<file path="src/rtl/spreading_factors_pkg.sv">
// +------------------------------------------------------------------+
// | spreading_factors_pkg                                            |
// | Shared DCSK frame size, spreading-factor codes and wrap lookup.  |
// | Rev 1.0                                                          |
// +------------------------------------------------------------------+
`default_nettype none

package spreading_factors_pkg;

  localparam int FRAME_BITS = 32;
  localparam int CTR_W      = 10;

  typedef enum logic [1:0] {
    SF2  = 2'd0,
    SF4  = 2'd1,
    SF8  = 2'd2,
    SF16 = 2'd3
  } sf_e;

  // Last counter value of a frame: FRAME_BITS * 2 * 2^(code+1) chips minus one.
  function automatic logic [CTR_W-1:0] sf_wrap(input sf_e sf);
    case (sf)
      SF2:     return 10'd127;
      SF4:     return 10'd255;
      SF8:     return 10'd511;
      default: return 10'd1023;
    endcase
  endfunction

endpackage

`default_nettype wire

</file>
<file path="src/rtl/dcsk_tx_chip_ctr.sv">
// +------------------------------------------------------------------+
// | dcsk_tx_chip_ctr                                                 |
// | Stall-safe frame chip counter with SF wrap flag and decode.      |
// | Rev 1.0                                                          |
// +------------------------------------------------------------------+
`default_nettype none

module dcsk_tx_chip_ctr
  import spreading_factors_pkg::*;
(
  input  logic       i_clk,
  input  logic       i_arst_n,
  input  logic       i_en,
  input  logic       i_clr,
  input  logic [1:0] i_sf,
  output logic       o_last,
  output logic [4:0] o_chip_index,
  output logic [4:0] o_bit_index,
  output logic       o_ref_phase
);

  logic [CTR_W-1:0] r_ctr;
  sf_e              w_sf;

  assign w_sf = sf_e'(i_sf);

  // Clear has priority so a finishing or aborted frame never leaves a stale count.
  always_ff @(posedge i_clk or negedge i_arst_n) begin
    if (!i_arst_n) begin
      r_ctr <= '0;
    end else if (i_clr) begin
      r_ctr <= '0;
    end else if (i_en) begin
      r_ctr <= r_ctr + 1'b1;
    end
  end

  assign o_last = (r_ctr == sf_wrap(w_sf));

  always_comb begin
    o_chip_index = 5'd0;
    o_bit_index  = 5'd0;
    o_ref_phase  = 1'b1;
    case (w_sf)
      SF2: begin
        o_chip_index = {3'd0, r_ctr[1:0]};
        o_ref_phase  = ~r_ctr[1];
        o_bit_index  = r_ctr[6:2];
      end
      SF4: begin
        o_chip_index = {2'd0, r_ctr[2:0]};
        o_ref_phase  = ~r_ctr[2];
        o_bit_index  = r_ctr[7:3];
      end
      SF8: begin
        o_chip_index = {1'b0, r_ctr[3:0]};
        o_ref_phase  = ~r_ctr[3];
        o_bit_index  = r_ctr[8:4];
      end
      default: begin
        o_chip_index = r_ctr[4:0];
        o_ref_phase  = ~r_ctr[4];
        o_bit_index  = r_ctr[9:5];
      end
    endcase
  end

endmodule

`default_nettype wire

</file>
<file path="src/rtl/dcsk_tx_ctrl.sv">
// +------------------------------------------------------------------+
// | dcsk_tx_ctrl                                                     |
// | DCSK transmit frame sequencer: frame handshake, chip stepping.   |
// | Rev 1.0                                                          |
// +------------------------------------------------------------------+
`default_nettype none

module dcsk_tx_ctrl
  import spreading_factors_pkg::*;
(
  input  logic                  i_clk,
  input  logic                  i_arst_n,
  input  logic [1:0]            i_sf,
  input  logic                  i_frame_valid,
  input  logic [FRAME_BITS-1:0] i_frame_data,
  output logic                  o_frame_ready,
  input  logic                  i_abort,
  output logic                  o_chip_valid,
  input  logic                  i_chip_ready,
  output logic [4:0]            o_chip_index,
  output logic [4:0]            o_bit_index,
  output logic                  o_ref_phase,
  output logic                  o_data_bit,
  output logic                  o_ref_wr,
  output logic                  o_ref_rd,
  output logic                  o_frame_done,
  output logic                  o_busy
);

  localparam logic [1:0] c_st_idle = 2'd0;
  localparam logic [1:0] c_st_run  = 2'd1;
  localparam logic [1:0] c_st_done = 2'd2;

  logic [1:0]            r_state;
  logic [1:0]            w_state_nxt;
  logic [FRAME_BITS-1:0] r_frame_q;
  sf_e                   r_sf_q;
  logic                  w_accept;
  logic                  w_run;
  logic                  w_last;
  logic                  w_ctr_en;
  logic                  w_ctr_clr;

  assign w_accept  = (r_state == c_st_idle) & i_frame_valid;
  assign w_run     = (r_state == c_st_run);
  // Abort beats the final handshake: the counter clears instead of advancing.
  assign w_ctr_en  = w_run & i_chip_ready & ~i_abort;
  assign w_ctr_clr = w_accept | (w_run & (i_abort | (w_last & i_chip_ready)));

  always_ff @(posedge i_clk or negedge i_arst_n) begin
    if (!i_arst_n) begin
      r_state <= c_st_idle;
    end else begin
      r_state <= w_state_nxt;
    end
  end

  always_comb begin
    w_state_nxt = r_state;
    case (r_state)
      c_st_idle: if (w_accept) w_state_nxt = c_st_run;
      c_st_run: begin
        if (i_abort)                    w_state_nxt = c_st_idle;
        else if (w_last & i_chip_ready) w_state_nxt = c_st_done;
      end
      c_st_done: w_state_nxt = c_st_idle;
      default:   w_state_nxt = c_st_idle;
    endcase
  end

  always_comb begin
    o_frame_ready = 1'b0;
    o_chip_valid  = 1'b0;
    o_frame_done  = 1'b0;
    o_busy        = 1'b1;
    case (r_state)
      c_st_idle: begin
        o_frame_ready = 1'b1;
        o_busy        = 1'b0;
      end
      c_st_run:  o_chip_valid = 1'b1;
      c_st_done: o_frame_done = 1'b1;
      default:   o_busy       = 1'b1;
    endcase
  end

  always_ff @(posedge i_clk or negedge i_arst_n) begin
    if (!i_arst_n) begin
      r_frame_q <= '0;
      r_sf_q    <= SF2;
    end else if (w_accept) begin
      r_frame_q <= i_frame_data;
      r_sf_q    <= sf_e'(i_sf);
    end
  end

  dcsk_tx_chip_ctr u_chip_ctr (
    .i_clk        (i_clk),
    .i_arst_n     (i_arst_n),
    .i_en         (w_ctr_en),
    .i_clr        (w_ctr_clr),
    .i_sf         (r_sf_q),
    .o_last       (w_last),
    .o_chip_index (o_chip_index),
    .o_bit_index  (o_bit_index),
    .o_ref_phase  (o_ref_phase)
  );

  assign o_data_bit = r_frame_q[o_bit_index];
  assign o_ref_wr   = o_chip_valid & i_chip_ready & o_ref_phase;
  assign o_ref_rd   = o_chip_valid & i_chip_ready & ~o_ref_phase;

endmodule

`default_nettype wire

</file>
<file path="config.mk">
export PLATFORM = sky130hd
export DESIGN_NAME = dcsk_tx_ctrl
export DESIGN_NICKNAME = d
export VERILOG_FILES = /design/src/rtl/spreading_factors_pkg.sv /design/src/rtl/dcsk_tx_chip_ctr.sv /design/src/rtl/dcsk_tx_ctrl.sv
export SDC_FILE = /design/constraint.sdc
export NUM_CORES = 1
export LEC_CHECK = 0
export CORE_MARGIN = 2
export CORE_UTILIZATION = 55
export CTS_BUF_LIST = sky130_fd_sc_hd__clkbuf_8
export CTS_CLUSTER_SIZE = 28
export DETAILED_ROUTE_END_ITERATION = 8
export PLACE_DENSITY = 0.87
export SLEW_MARGIN = 5
export SYNTH_ARGS = -nofsm -noshare
export SYNTH_HDL_FRONTEND = slang
export SYNTH_HIERARCHICAL = 1
export SYNTH_SLANG_ARGS = --single-unit
</file>
<file path="constraint.sdc">
create_clock -name i_clk -period 7.16 [get_ports i_clk]
set_input_delay 1.074 -clock i_clk [delete_from_list [all_inputs] [get_ports i_clk]]
set_output_delay 1.074 -clock i_clk [all_outputs]
set_load 0.03 [all_outputs]
</file>
==> flow_summary_export.csv, run 1 <==
group,metric,value,unit
outcome,status,"complete, no violations",
power_and_ir_drop,leakagePower,1.22,nW
critical_path,worst-setup-path-type,"reg -> out",
die,die_area,5060,um^2
synth,post_synth_inst_count,201,
clock_tree,path_clk_slew,80,ps
route,post_detailed_route_count_of_antenna_violating_nets,0,
placed_design,placed_cells_incl_taps,297,
clock_tree,post-cts-setup-buffers,0,
clock_tree,clock_tree.buffer_depth,2,
synth,synthDominantAreaCellType,"sky130_fd_sc_hd__dfrtp_1",
global_route,grt_overflow,0,
sta,slew_headroom,33.4,%
placed_design,worst_setup_timing_slack_at_the_placement_stage,2960,ps
sta,final_setup_skew,6.31,ps
worst_hold_path,hold_path_depth,1,
cells_and_area,layout_commonest_cell,"sky130_fd_sc_hd__clkdlybuf4s50_1",
route,first_iter_violations,120,
synth,synthFlopType,"sky130_fd_sc_hd__dfrtp_1",
clock_tree,cts_hold_repair.buffers,0,
worst_hold_path,worst_hold_path_type,"reg -> reg",
power_and_ir_drop,peakVddDrop,0.134,mV
critical_path,timing.critical_path.from_type,"flip-flop",
critical_path,r2r_start,"r_sf_q[1]",
critical_path,ff2ff_setup_slack,4220,ps
critical_path,timing.critical_path.required,6090,ps
cells_and_area,antenna-diode-count,0,
clock_tree,cts_tree,"done",
sta,timing_hold_violations_final,0,
cells_and_area,nFillCells,319,
die,placement_rows,24,
route,dr.pass1.iters,4,
flow_run,max-cap-violations,0,
sta,max_clock_freq,0.221,GHz
worst_hold_path,hold_path_end,"r_frame_q[10]",
synth,yosys-top-cells-area,"sky130_fd_sc_hd__dfrtp_1 (46%), sky130_fd_sc_hd__mux2_2 (14%), sky130_fd_sc_hd__mux2i_1 (6.9%)",
synth,mappedNetlistArea,2480,um^2
sta,actual_transition_at_the_worst_max_transition_pin,1000,ps
global_route,grtUsageTotal,20.6,%
sta,maxSlewViolCount,0,
cells_and_area,final_core_utilization,70.4,%
power_and_ir_drop,power.total,0.621,mW
sta,period_minus_slack,4520,ps
synth,synth_nets,241,
die,starting_density_of_the_core,57.0,%
die,die_boundary_width,71.2,um
synth,synth.ff_latch_count,46,
die,fp.coreArea,4350,um^2
synth,synthDominantCellAreaShare,46.4,%
synth,async_reset_ff_share,100,%
placed_design,globalplace.congestion,0.815,
synth,share_of_synthesized_area_occupied_by_flip_flops_and_latches,46.4,%
clock_tree,worstSkewPairLatency,290,ps
cells_and_area,area_growth_syn_to_layout,23.6,%
synth,synth.yosys.warnings,6,
global_route,grt_antenna_before_repair,0,
worst_hold_path,hold_path_startpoint,"r_frame_q[10]",
power_and_ir_drop,cellPowerDensity,203,nW/um^2
clock_tree,post_cts_resize_count,0,
die,io-pin-count,57,
critical_path,crit_path_max_fo,17,
sta,fin_worst_hold_slack,494,ps
global_route,grt_pass1_vias,1688,
clock_tree,clock_tree.htree_level_count,2,
synth,avgSynthCellArea,12.3,um^2
cells_and_area,layout_common_cells,"sky130_fd_sc_hd__clkdlybuf4s50_1 (55), sky130_fd_sc_hd__dfrtp_1 (46), sky130_fd_sc_hd__mux2_2 (30)",
cells_and_area,drive_above_1_share,15.9,%
placed_design,detailed_place_hpwl,3470,um
clock_tree,clock-sinks,46,
clock_tree,cts_inserted_buffers,5,
placed_design,placement.cell_area,2990,um^2
sta,rsz0062_at_grt,"false",
sta,fin_crit_sh,63.1,%
critical_path,rr_endpoint,"u_chip_ctr/r_ctr[9]",
cells_and_area,finalInstanceArea,3060,um^2
critical_path,rr_worst_depth,9,
global_route,grt_pass1_wl,8140,um
route,detail_route.vias_per_cell,5.76,
route,drt-wirelength-per-cell,16.1,um
synth,ys_types,41,
route,remaining_drc_errors,0,
global_route,pin_count_of_the_biggest_net_entering_global_routing,47,
cells_and_area,layoutNonFillerInstCount,304,
placed_design,io_buffers,56,
sta,timing.setup.tns,0,ps
die,die_h,71.2,um
cells_and_area,nNetsFinal,292,
critical_path,worstPathArrival,3440,ps
synth,synth-edff-count,0,
sta,setup_viol_count_final,0,
critical_path,cp-end-kind,"primary output",
clock_tree,cts_root_buf,"sky130_fd_sc_hd__clkbuf_8",
sta,setup_ws,2640,ps
route,finalWirelength,4910,um
route,overall_via_count_from_detail_route,1752,
power breakdown:
group          switching, mW  leakage (nW)  internal [mW]
Combinational         0.0545         0.613         0.0831
Sequential            0.0347         0.562          0.305
Clock                 0.0795        0.0466         0.0645
Total                  0.169          1.22          0.452
area by class of cell:
class                      count  area [um^2]  share of cell area [%]
inverter                       5         18.8                   0.612
clock inverter                 2         7.51                   0.245
timing repair buffer          57          563                    18.4
multi-input combinational    137         1190                    38.8
sequential                    46         1150                    37.6
tap                           52         65.1                    2.12
clock buffer                   5         68.8                    2.25
registers in the layout, summed over array words and instances, names as in the netlist:
| name | flops |
|---|---|
| r_frame_q | 32 |
| r_state | 2 |
| u_chip_ctr/r_ctr | 10 |
| r_sf_q | 2 |
synthesized netlist by cell type (all sizes together) (3+ instances only):
cell / number
a21oi: 8
a22oi: 4
and2: 4
buf: 12
dfrtp: 46
inv: 5
mux2: 35
mux2i: 17
mux4: 6
nand2: 11
nand3: 5
nand4: 4
nor2: 11
nor2b: 4
xnor2: 3
cells by family (layout without fill, tap and decap cells):
family | Yosys count | after routing | synth area share [%]
muxes | 58 | 58 | 29.0
and+or+nand+nor | 50 | 50 | 10.6
DFF | 46 | 46 | 46.4
AOI/OAI and AO/OA | 23 | 23 | 6.11
buffers and inverters | 18 | 69 | 5.60
xor gates and xnor gates | 5 | 5 | 1.77
adders and majority gates | 1 | 1 | 0.504
layer usage:
layer  track usage, %  share of wire (%)  wire [um]  vias to the layer above
met5                0                  0          0                        -
met4             5.66               0.73         36                        0
met3             4.56                5.6        276                        4
met2             33.4                 50       2470                       48
met1             28.2                 43       2130                      860
li1                 -                  -          -                      840
how the worst max path moves through the flow:
stage / start / end / slack, ps / cells after the start
floorplan: r_sf_q[0] / o_data_bit / 3700 / 9
global placement: r_sf_q[0] / o_data_bit / 3040 / 7
detailed placement: r_sf_q[0] / o_data_bit / 2960 / 7
CTS: r_sf_q[0] / o_data_bit / 2630 / 7
global route: r_sf_q[0] / o_data_bit / 2450 / 7
finish: r_sf_q[0] / o_data_bit / 2640 / 7
worst max-delay path: stages (launching register included):
cell and delay [ps]:
sky130_fd_sc_hd__dfrtp_1 620, sky130_fd_sc_hd__mux4_1 1030, sky130_fd_sc_hd__mux2i_1 230, sky130_fd_sc_hd__a22oi_1 220, sky130_fd_sc_hd__nand4b_1 110, sky130_fd_sc_hd__a21oi_1 120
sky130_fd_sc_hd__a311o_1 140, sky130_fd_sc_hd__clkdlybuf4s50_1 670
Power figures use the tool's default switching activity.
==> run 2, diff against run 1 <==
CORE_UTILIZATION = 52   (was 55)
PLACE_DENSITY = 0.82   (was 0.87)
clock period = 4.5 ns   (was 7.16 ns; I/O delays follow)
==> run 2 against run 1 <==
  * Register-to-register slack got worse by 2600 ps
  * Clock power up 110%
  * Via count decreased by 0.68%
  * Combinational power grew 59%
  * Wire length rose by 0.26%
  * Utilization decreased by 3.9 points
  * Clock skew is 1.5 ps higher
  * Worst setup slack worse by 2300 ps
  * Cell area is 1.2% higher
  * Critical path depth is the same
  * Worst hold slack better by 3.1 ps
  * First-iteration DRC count up 29%
==> flow_summary_export.csv, run 2 (synthesized netlist as in run 1, its figures left out) <==
group,metric,value,unit
outcome,status,"complete, no violations",
power_and_ir_drop,total_switching_power,0.283,mW
power_and_ir_drop,power.combinational.fraction,20.7,%
placed_design,placed_cells_incl_taps,299,
worst_hold_path,worst_hold_path_type,"reg -> reg",
global_route,grtUsageTotal,19.8,%
die,fp.coreArea,4660,um^2
clock_tree,cts_tree,"done",
critical_path,timing.critical_path.from_type,"flip-flop",
route,first_iter_violations,155,
clock_tree,clock_tree.buffer_depth,2,
cells_and_area,layout_commonest_cell,"sky130_fd_sc_hd__clkdlybuf4s50_1",
clock_tree,cts_root_buf,"sky130_fd_sc_hd__clkbuf_8",
cells_and_area,area_growth_syn_to_layout,25.0,%
power_and_ir_drop,cellPowerDensity,343,nW/um^2
cells_and_area,layout_common_cells,"sky130_fd_sc_hd__clkdlybuf4s50_1 (55), sky130_fd_sc_hd__dfrtp_1 (46), sky130_fd_sc_hd__mux2_2 (30)",
cells_and_area,largest_register_ffs,32,
critical_path,rr_endpoint,"u_chip_ctr/r_ctr[9]",
die,die_h,73.1,um
route,drt-met1-wl,2140,um
sta,final_setup_skew,7.81,ps
route,finalWirelength,4920,um
die,die_boundary_width,73.1,um
route,overall_via_count_from_detail_route,1740,
sta,setup_viol_count_final,0,
cells_and_area,nNetsFinal,292,
cells_and_area,largest_registers,"r_frame_q x32, u_chip_ctr/r_ctr x10",
sta,timing.setup.tns,0,ps
clock_tree,post-cts-setup-buffers,0,
power_and_ir_drop,peakVddDrop,0.158,mV
cells_and_area,drive_above_1_share,16.6,%
route,met2WireLength,2450,um
critical_path,cp-end-kind,"primary output",
sta,setup_ws,349,ps
critical_path,timing.critical_path.required,3830,ps
critical_path,crit_path_max_fo,17,
placed_design,globalplace.congestion,0.834,
route,remaining_drc_errors,0,
sta,timing_hold_violations_final,0,
cells_and_area,layoutNonFillerInstCount,307,
power_and_ir_drop,leakagePower,1.23,nW
clock_tree,worstSkewPairLatency,300,ps
placed_design,worst_setup_timing_slack_at_the_placement_stage,686,ps
route,routed-wl-met3,272,um
route,route.top_layer_used,"met4",
clock_tree,post_cts_resize_count,0,
route,drt-wirelength-per-cell,16.0,um
die,placement_rows,25,
sta,fin_worst_hold_slack,497,ps
sta,maxSlewViolCount,0,
critical_path,worstPathArrival,3480,ps
critical_path,r2r_start,"r_sf_q[1]",
sta,period_minus_slack,4150,ps
critical_path,rr_worst_depth,9,
die,io-pin-count,57,
die,die_area,5340,um^2
die,starting_density_of_the_core,53.2,%
flow_run,max-cap-violations,0,
sta,rsz0062_at_grt,"false",
placed_design,detailed_place_hpwl,3510,um
cells_and_area,antenna-diode-count,0,
sta,fin_crit_sh,92.3,%
global_route,pin_count_of_the_biggest_net_entering_global_routing,47,
cells_and_area,top_register,"r_frame_q",
power_and_ir_drop,cellInternalPower,0.780,mW
critical_path,worst-setup-path-type,"reg -> out",
route,post_detailed_route_count_of_antenna_violating_nets,0,
placed_design,io_buffers,56,
power_and_ir_drop,clock_power_share,28.5,%
global_route,grt_antenna_before_repair,0,
route,detail_route.vias_per_cell,5.67,
power_and_ir_drop,seq_power_share,50.8,%
critical_path,ff2ff_setup_slack,1640,ps
clock_tree,cts_hold_repair.buffers,0,
critical_path,crit_path_start,"r_sf_q[0]",
route,dr.pass1.iters,4,
sta,actual_transition_at_the_worst_max_transition_pin,1010,ps
sta,slew_headroom,32.9,%
cells_and_area,final_core_utilization,66.5,%
clock_tree,clock-sinks,46,
clock_tree,cts_inserted_buffers,5,
clock_tree,clock_tree.htree_level_count,2,
critical_path,critPathCapture,"o_data_bit",
power_and_ir_drop,power.share.switching,26.6,%
sta,max_clock_freq,0.241,GHz
global_route,grt_overflow,0,
global_route,grt_pass1_vias,1660,
clock_tree,path_clk_slew,80,ps
global_route,grt_pass1_wl,8090,um
## run 2: changes by cell type in the layout (fill, tap and decap cells not counted), sizes merged
| cell | previous run | this run |
|---|---|---|
| clkinvlp | 0 | 1 |
| inv | 7 | 6 |
| bufinv | 0 | 1 |
## run 2: metal layers
metal	global-route usage, %	vias up
met5	0	-
li1	-	832
met1	27.5	850
met2	30.9	50
met4	7.41	0
met3	3.45	8
## run 2: worst min-delay path by stage
stage | startpoint | end | slack, ps | depth (start not counted)
floorplan | i_arst_n | r_frame_q[0] | 380 | 0
global placement | r_frame_q[10] | r_frame_q[10] | 480 | 1
detailed placement | r_frame_q[10] | r_frame_q[10] | 480 | 1
CTS | r_frame_q[10] | r_frame_q[10] | 500 | 1
global route | r_frame_q[6] | r_frame_q[6] | 530 | 1
finish | r_frame_q[10] | r_frame_q[10] | 500 | 1
## run 2: final cells by class
class / instances / area, um^2
Fill cell: 369 / 1560
Multi-Input combinational cell: 137 / 1190
Sequential cell: 46 / 1150
Timing Repair Buffer: 57 / 563
Clock buffer: 5 / 68.8
Tap cell: 54 / 67.6
Clock inverter: 3 / 41.3
Inverter: 5 / 18.8
## run 2: power by group through the flow
stage | combinational (mW) | sequential, mW | clock (mW)
after floorplan | 0.168 | 0.521 | 0
final | 0.220 | 0.541 | 0.303
after detailed placement | 0.223 | 0.550 | 0
after global placement | 0.216 | 0.547 | 0
after CTS | 0.224 | 0.542 | 0.308
after global routing | 0.241 | 0.551 | 0.323
## run 2: worst max-delay path, stage by stage, from the launching register on
cell and delay (ps):
sky130_fd_sc_hd__dfrtp_1 630, sky130_fd_sc_hd__mux4_1 1040, sky130_fd_sc_hd__mux2i_1 230, sky130_fd_sc_hd__a22oi_1 210, sky130_fd_sc_hd__nand4b_1 120, sky130_fd_sc_hd__a21oi_1 130, sky130_fd_sc_hd__a311o_1 150, sky130_fd_sc_hd__clkdlybuf4s50_1 670
## run 2: metrics by stage
stage          power (mW)  area, um^2
2_1_floorplan       0.689        2480
3_3_place_gp        0.763        2990
3_5_place_dp        0.772        2990
4_1_cts              1.07        3100
5_1_grt              1.11        3100
6_report             1.06        3100
